===== src/rtl/rv_pkg.sv =====
// Shared RISC-V core definitions: opcodes, next-PC select encodings and fetch FSM states.
package rv_pkg;

    localparam logic [6:0] RTYPE    = 7'b0110011;
    localparam logic [6:0] ITYPE    = 7'b0010011;
    localparam logic [6:0] STYPE    = 7'b0100011;
    localparam logic [6:0] BTYPE    = 7'b1100011;
    localparam logic [6:0] JTYPE    = 7'b1101111;
    localparam logic [6:0] UTYPE    = 7'b0110111;
    localparam logic [6:0] LWTYPE   = 7'b0000011;
    localparam logic [6:0] JALRTYPE = 7'b1100111;

    localparam logic [1:0] PC_PLUS4  = 2'b00;
    localparam logic [1:0] PC_BRANCH = 2'b01;
    localparam logic [1:0] PC_JALR   = 2'b10;

    localparam logic [31:0] NOP_INSTR = 32'h0000_0013;

    typedef enum logic [1:0] {
        FETCH = 2'b00,
        EXEC  = 2'b01,
        HALT  = 2'b10
    } fetch_state_t;

endpackage


===== src/rtl/pc_next_logic.sv =====
// Combinational next-PC selection with misaligned-target detection.
module pc_next_logic
    import rv_pkg::*;
#(
    parameter int unsigned XLEN = 32
) (
    input  logic [XLEN-1:0] pc,
    input  logic [1:0]      PCSrc,
    input  logic [XLEN-1:0] imm_ext,
    input  logic [XLEN-1:0] alu_result,
    output logic [XLEN-1:0] next_pc,
    output logic            misaligned
);

    // Reserved select falls back to sequential flow.
    always_comb begin
        next_pc = pc + XLEN'(4);
        case (PCSrc)
            PC_BRANCH: next_pc = pc + imm_ext;
            PC_JALR:   next_pc = alu_result & ~XLEN'(1);
            default:   next_pc = pc + XLEN'(4);
        endcase
    end

    assign misaligned = |next_pc[1:0];

endmodule


===== src/rtl/fetch_unit.sv =====
// Instruction fetch stage: PC, instruction register, fetch/exec/halt FSM and retire counter.
module fetch_unit
    import rv_pkg::*;
#(
    parameter int unsigned     XLEN     = 32,
    parameter logic [XLEN-1:0] RESET_PC = '0
) (
    input  logic            clk,
    input  logic            rst,
    output logic            imem_req,
    output logic [XLEN-1:0] imem_addr,
    input  logic [31:0]     imem_rdata,
    input  logic            imem_valid,
    output logic [31:0]     instr,
    output logic [6:0]      op,
    output logic [2:0]      func3,
    output logic [6:0]      func7,
    output logic            instr_valid,
    output logic [XLEN-1:0] pc,
    output logic [XLEN-1:0] pc_plus4,
    input  logic            exec_done,
    input  logic [1:0]      PCSrc,
    input  logic [XLEN-1:0] imm_ext,
    input  logic [XLEN-1:0] alu_result,
    output logic            fault,
    output logic [31:0]     retired
);

    fetch_state_t    state;
    logic [XLEN-1:0] next_pc;
    logic            misaligned;

    pc_next_logic #(.XLEN(XLEN)) u_pc_next (
        .pc         (pc),
        .PCSrc      (PCSrc),
        .imm_ext    (imm_ext),
        .alu_result (alu_result),
        .next_pc    (next_pc),
        .misaligned (misaligned)
    );

    always_ff @(posedge clk or posedge rst) begin
        if (rst) begin
            state       <= FETCH;
            pc          <= RESET_PC;
            instr       <= NOP_INSTR;
            instr_valid <= 1'b0;
            fault       <= 1'b0;
            retired     <= 32'd0;
        end else begin
            case (state)
                FETCH: begin
                    if (imem_valid) begin
                        instr       <= imem_rdata;
                        instr_valid <= 1'b1;
                        state       <= EXEC;
                    end
                end
                EXEC: begin
                    if (exec_done) begin
                        retired     <= retired + 32'd1;
                        instr_valid <= 1'b0;
                        // A misaligned target freezes the PC at the offending instruction.
                        if (misaligned) begin
                            fault <= 1'b1;
                            state <= HALT;
                        end else begin
                            pc    <= next_pc;
                            state <= FETCH;
                        end
                    end
                end
                HALT: begin
                    instr_valid <= 1'b0;
                end
                default: begin
                    state       <= FETCH;
                    instr_valid <= 1'b0;
                end
            endcase
        end
    end

    // Request is gated by reset so memory never sees a stray address during reset.
    assign imem_req  = (state == FETCH) && !rst;
    assign imem_addr = pc;
    assign pc_plus4  = pc + XLEN'(4);

    assign op    = instr[6:0];
    assign func3 = instr[14:12];
    assign func7 = instr[31:25];

endmodule


===== config.mk =====
export PLATFORM = sky130hd
export DESIGN_NAME = fetch_unit
export DESIGN_NICKNAME = d
export VERILOG_FILES = /design/src/rtl/rv_pkg.sv /design/src/rtl/pc_next_logic.sv /design/src/rtl/fetch_unit.sv
export SDC_FILE = /design/constraint.sdc
export NUM_CORES = 1
export LEC_CHECK = 0
export CELL_PAD_IN_SITES_DETAIL_PLACEMENT = 1
export CELL_PAD_IN_SITES_GLOBAL_PLACEMENT = 1
export CORE_MARGIN = 1
export CORE_UTILIZATION = 30
export CTS_CLUSTER_DIAMETER = 150
export DETAILED_ROUTE_END_ITERATION = 6
export PLACE_DENSITY = 0.79
export SYNTH_ARGS = -nofsm -noshare
export SYNTH_HDL_FRONTEND = slang
export SYNTH_SLANG_ARGS = --single-unit
export TNS_END_PERCENT = 30

===== constraint.sdc =====
create_clock -name clk -period 2.85 [get_ports clk]
set_input_delay 0.285 -clock clk [delete_from_list [all_inputs] [get_ports clk]]
set_output_delay 0.285 -clock clk [all_outputs]
set_load 0.005 [all_outputs]

==> impl_metrics.json <==
{
  "status": "finished, final reports clean",
  "synth_cell_types": 73,
  "die_h_um": 159.5,
  "grt_pass1_wl_mm": 46.65,
  "fin_crit_ns": 2.802,
  "post-route-period-util": 0.9831,
  "async_flop_share": 1.000,
  "via_per_inst": 5.266,
  "place.gp.congestion": 0.9222,
  "clk_latency_ns": 0.35,
  "drc": 0,
  "ys_seq_area_frac": 0.3368,
  "reg2reg_depth": 10,
  "min_path_type": "input port to async pin",
  "cts_made_buffers": 9,
  "ys_top_cells_by_area": "dfrtp_1 (33%), xnor2_1 (6.7%), ha_1 (5.9%)",
  "ys_ff_latch": 100,
  "drive_gt1_frac": 0.1955,
  "synthFlopType": "dfrtp_1",
  "drt_iter0_drc": 337,
  "reg2reg_from": "imem_addr[8]",
  "cts_tree": "yes",
  "wl_per_cell_um": 19.78,
  "worstPathRequired_ns": 2.57,
  "slew_headroom": 0.5780,
  "rr_endpoint": "imem_addr[29]",
  "setup_viol_count_final": 0,
  "whs_ns": 0.4284,
  "grt_antenna_before_repair": 0,
  "yosysMostFrequentCell": "dfrtp_1",
  "ant_nets": 0,
  "crit_fanout": 6,
  "arrival_ns": 2.52,
  "slew_violations": 0,
  "synth_top_area_frac": 0.3262,
  "synthTopCellsByCount": "dfrtp_1 (97), nand2_1 (75), a21oi_1 (68)",
  "num_rows": 57,
  "yosys.area.top_type": "dfrtp_1",
  "fillers": 2761,
  "ir_drop_mv": 0.4029,
  "first_pass_iters": 5,
  "ios": 282,
  "area_delta_synth_final_pct": 54.95,
  "clkTransAtPathRegs_ns": 0.08,
  "finClkSkew_ns": 0.01491,
  "tns_ns": 0,
  "cts_root_buf": "clkbuf_16",
  "syn_area_um2": 7441,
  "diodes": 0,
  "path_class": "flip-flop to output port",
  "die_width_um": 159.5,
  "dieArea_um2": 25440,
  "hold_viol": 0,
  "power_density_nw_per_um2": 966.2,
  "num_vias": 7847,
  "first_global_vias": 8390,
  "start_util": 0.3060,
  "worst_slew_pin_slew_ns": 0.6250,
  "synth_fp_nets": 980,
  "port_buffers": 280,
  "cts_hold_buf": 0,
  "p_leak_nw": 4.885,
  "synth_edf_count": 0,
  "worst-r2r-setup-slack_ns": 0.13,
  "grt_start_max_net_pins": 58,
  "cts.sinks": 100,
  "post-dp-hpwl_mm": 22.92,
  "overflow": 0,
  "cap_violations": 0,
  "worstSetupEndpointType": "output port",
  "nets": 1299,
  "grt_usage": 0.2319,
  "core_area_um2": 24320,
  "yosys_warnings": 0,
  "cts_buffer_depth": 2,
  "fmax_mhz": 356.9,
  "syn_avg_cell_area_um2": 8.837,
  "grt_setup_unrepaired": "yes",
  "final_util": 0.4741,
  "htreeDepth": 3,
  "wirelength_mm": 29.47,
  "start_kind": "flip-flop",
  "synth_cells": 842
}
-- how the worst max path moves through the flow --
stage / endpoint / start / slack, ns
after floorplan: imem_addr[15] / imem_addr[0] / 0.32
after global placement: imem_addr[13] / imm_ext[0] / -0.13
after detailed placement: imem_addr[30] / imm_ext[0] / -0.24
after CTS: pc_plus4[30] / imem_addr[13] / -0.04
after global routing: pc_plus4[23] / imem_addr[11] / -0.07
final: pc_plus4[27] / imem_addr[15] / 0.05
-- registers in the layout, summed over array words and instances (netlist names) --
name,flops
fault,1
imem_addr,32
instr,32
instr_valid,1
retired,32
state,2
-- final cells by class --
class / count / area [µm²] / share of cell area
tap: 324 / 405.4 / 0.03516
inverter: 25 / 97.59 / 0.008464
timing repair buffer: 397 / 3714 / 0.3221
sequential: 100 / 2516 / 0.2182
clock buffer: 9 / 225.2 / 0.01953
multi-input combinational: 628 / 4478 / 0.3884
clock inverter: 7 / 93.84 / 0.008139
-- per-stage QoR --
step | setup WS [ns] | total power [mW] | area, µm² | std cells
6_report | 0.04821 | 11.14 | 11530 | 1490
5_1_grt | -0.07167 | 11.89 | 11530 | 1490
4_1_cts | -0.04403 | 11.07 | 11360 | 1485
3_5_place_dp | -0.2352 | 9.488 | 10880 | 1456
3_3_place_gp | -0.1336 | 9.268 | 10880 | 1456
2_1_floorplan | 0.3151 | 5.992 | 7445 | 842
-- where the power goes --
part	leakage (nW)	internal, mW	switching [mW]
clock network	0.153	0.709	0.659
logic	3.52	4.05	3.25
registers	1.21	1.95	0.522
total	4.89	6.71	4.43
-- critical path, cell delays in order (launching register included) --
cell and delay, ns:
dfrtp_2 0.42, and4_4 0.27, nand4_4 0.18, nor3_4 0.32, and3_4 0.25, xor2_2 0.18
clkdlybuf4s50_1 0.53
-- metal layers --
layer | part of all wire | global-route usage
met1 | 0.42 | 0.2836
met2 | 0.49 | 0.4035
met3 | 0.059 | 0.03959
met4 | 0.033 | 0.09178
met5 | 0 | 0
-- layout by cell type, fill, tap and decap left out, types with 11 or more instances in the layout --
cell type,n
a21o_1,16
a21oi_1,64
a31oi_1,11
and3_1,12
buf_4,115
clkdlybuf4s50_1,277
dfrtp_1,89
ha_1,33
inv_1,24
mux2_2,32
nand2_1,73
nand3_1,34
nand4_1,18
nor2_1,62
nor3_1,13
o21ai_0,21
o22ai_1,13
xnor2_1,53
xor2_1,24
-- logic make-up after synthesis --
logic type / Yosys count / synth area share
AOI/OAI and AO/OA: 214 / 0.1895
DFF: 100 / 0.3368
adders and majority gates: 36 / 0.06154
and+or+nand+nor: 261 / 0.1767
xor gates and xnor gates: 83 / 0.09770
muxes: 34 / 0.05112
buffers and inverters: 114 / 0.08660
-- timing repair --
action / in CTS / in global routing
pin swaps: 4 / 10
gates resized for setup: 18 / 31
buffers inserted: 13 / 5
setup endpoints to repair: 18 / 30
gates cloned: 0 / 0
Power figures use the tool's default switching activity.
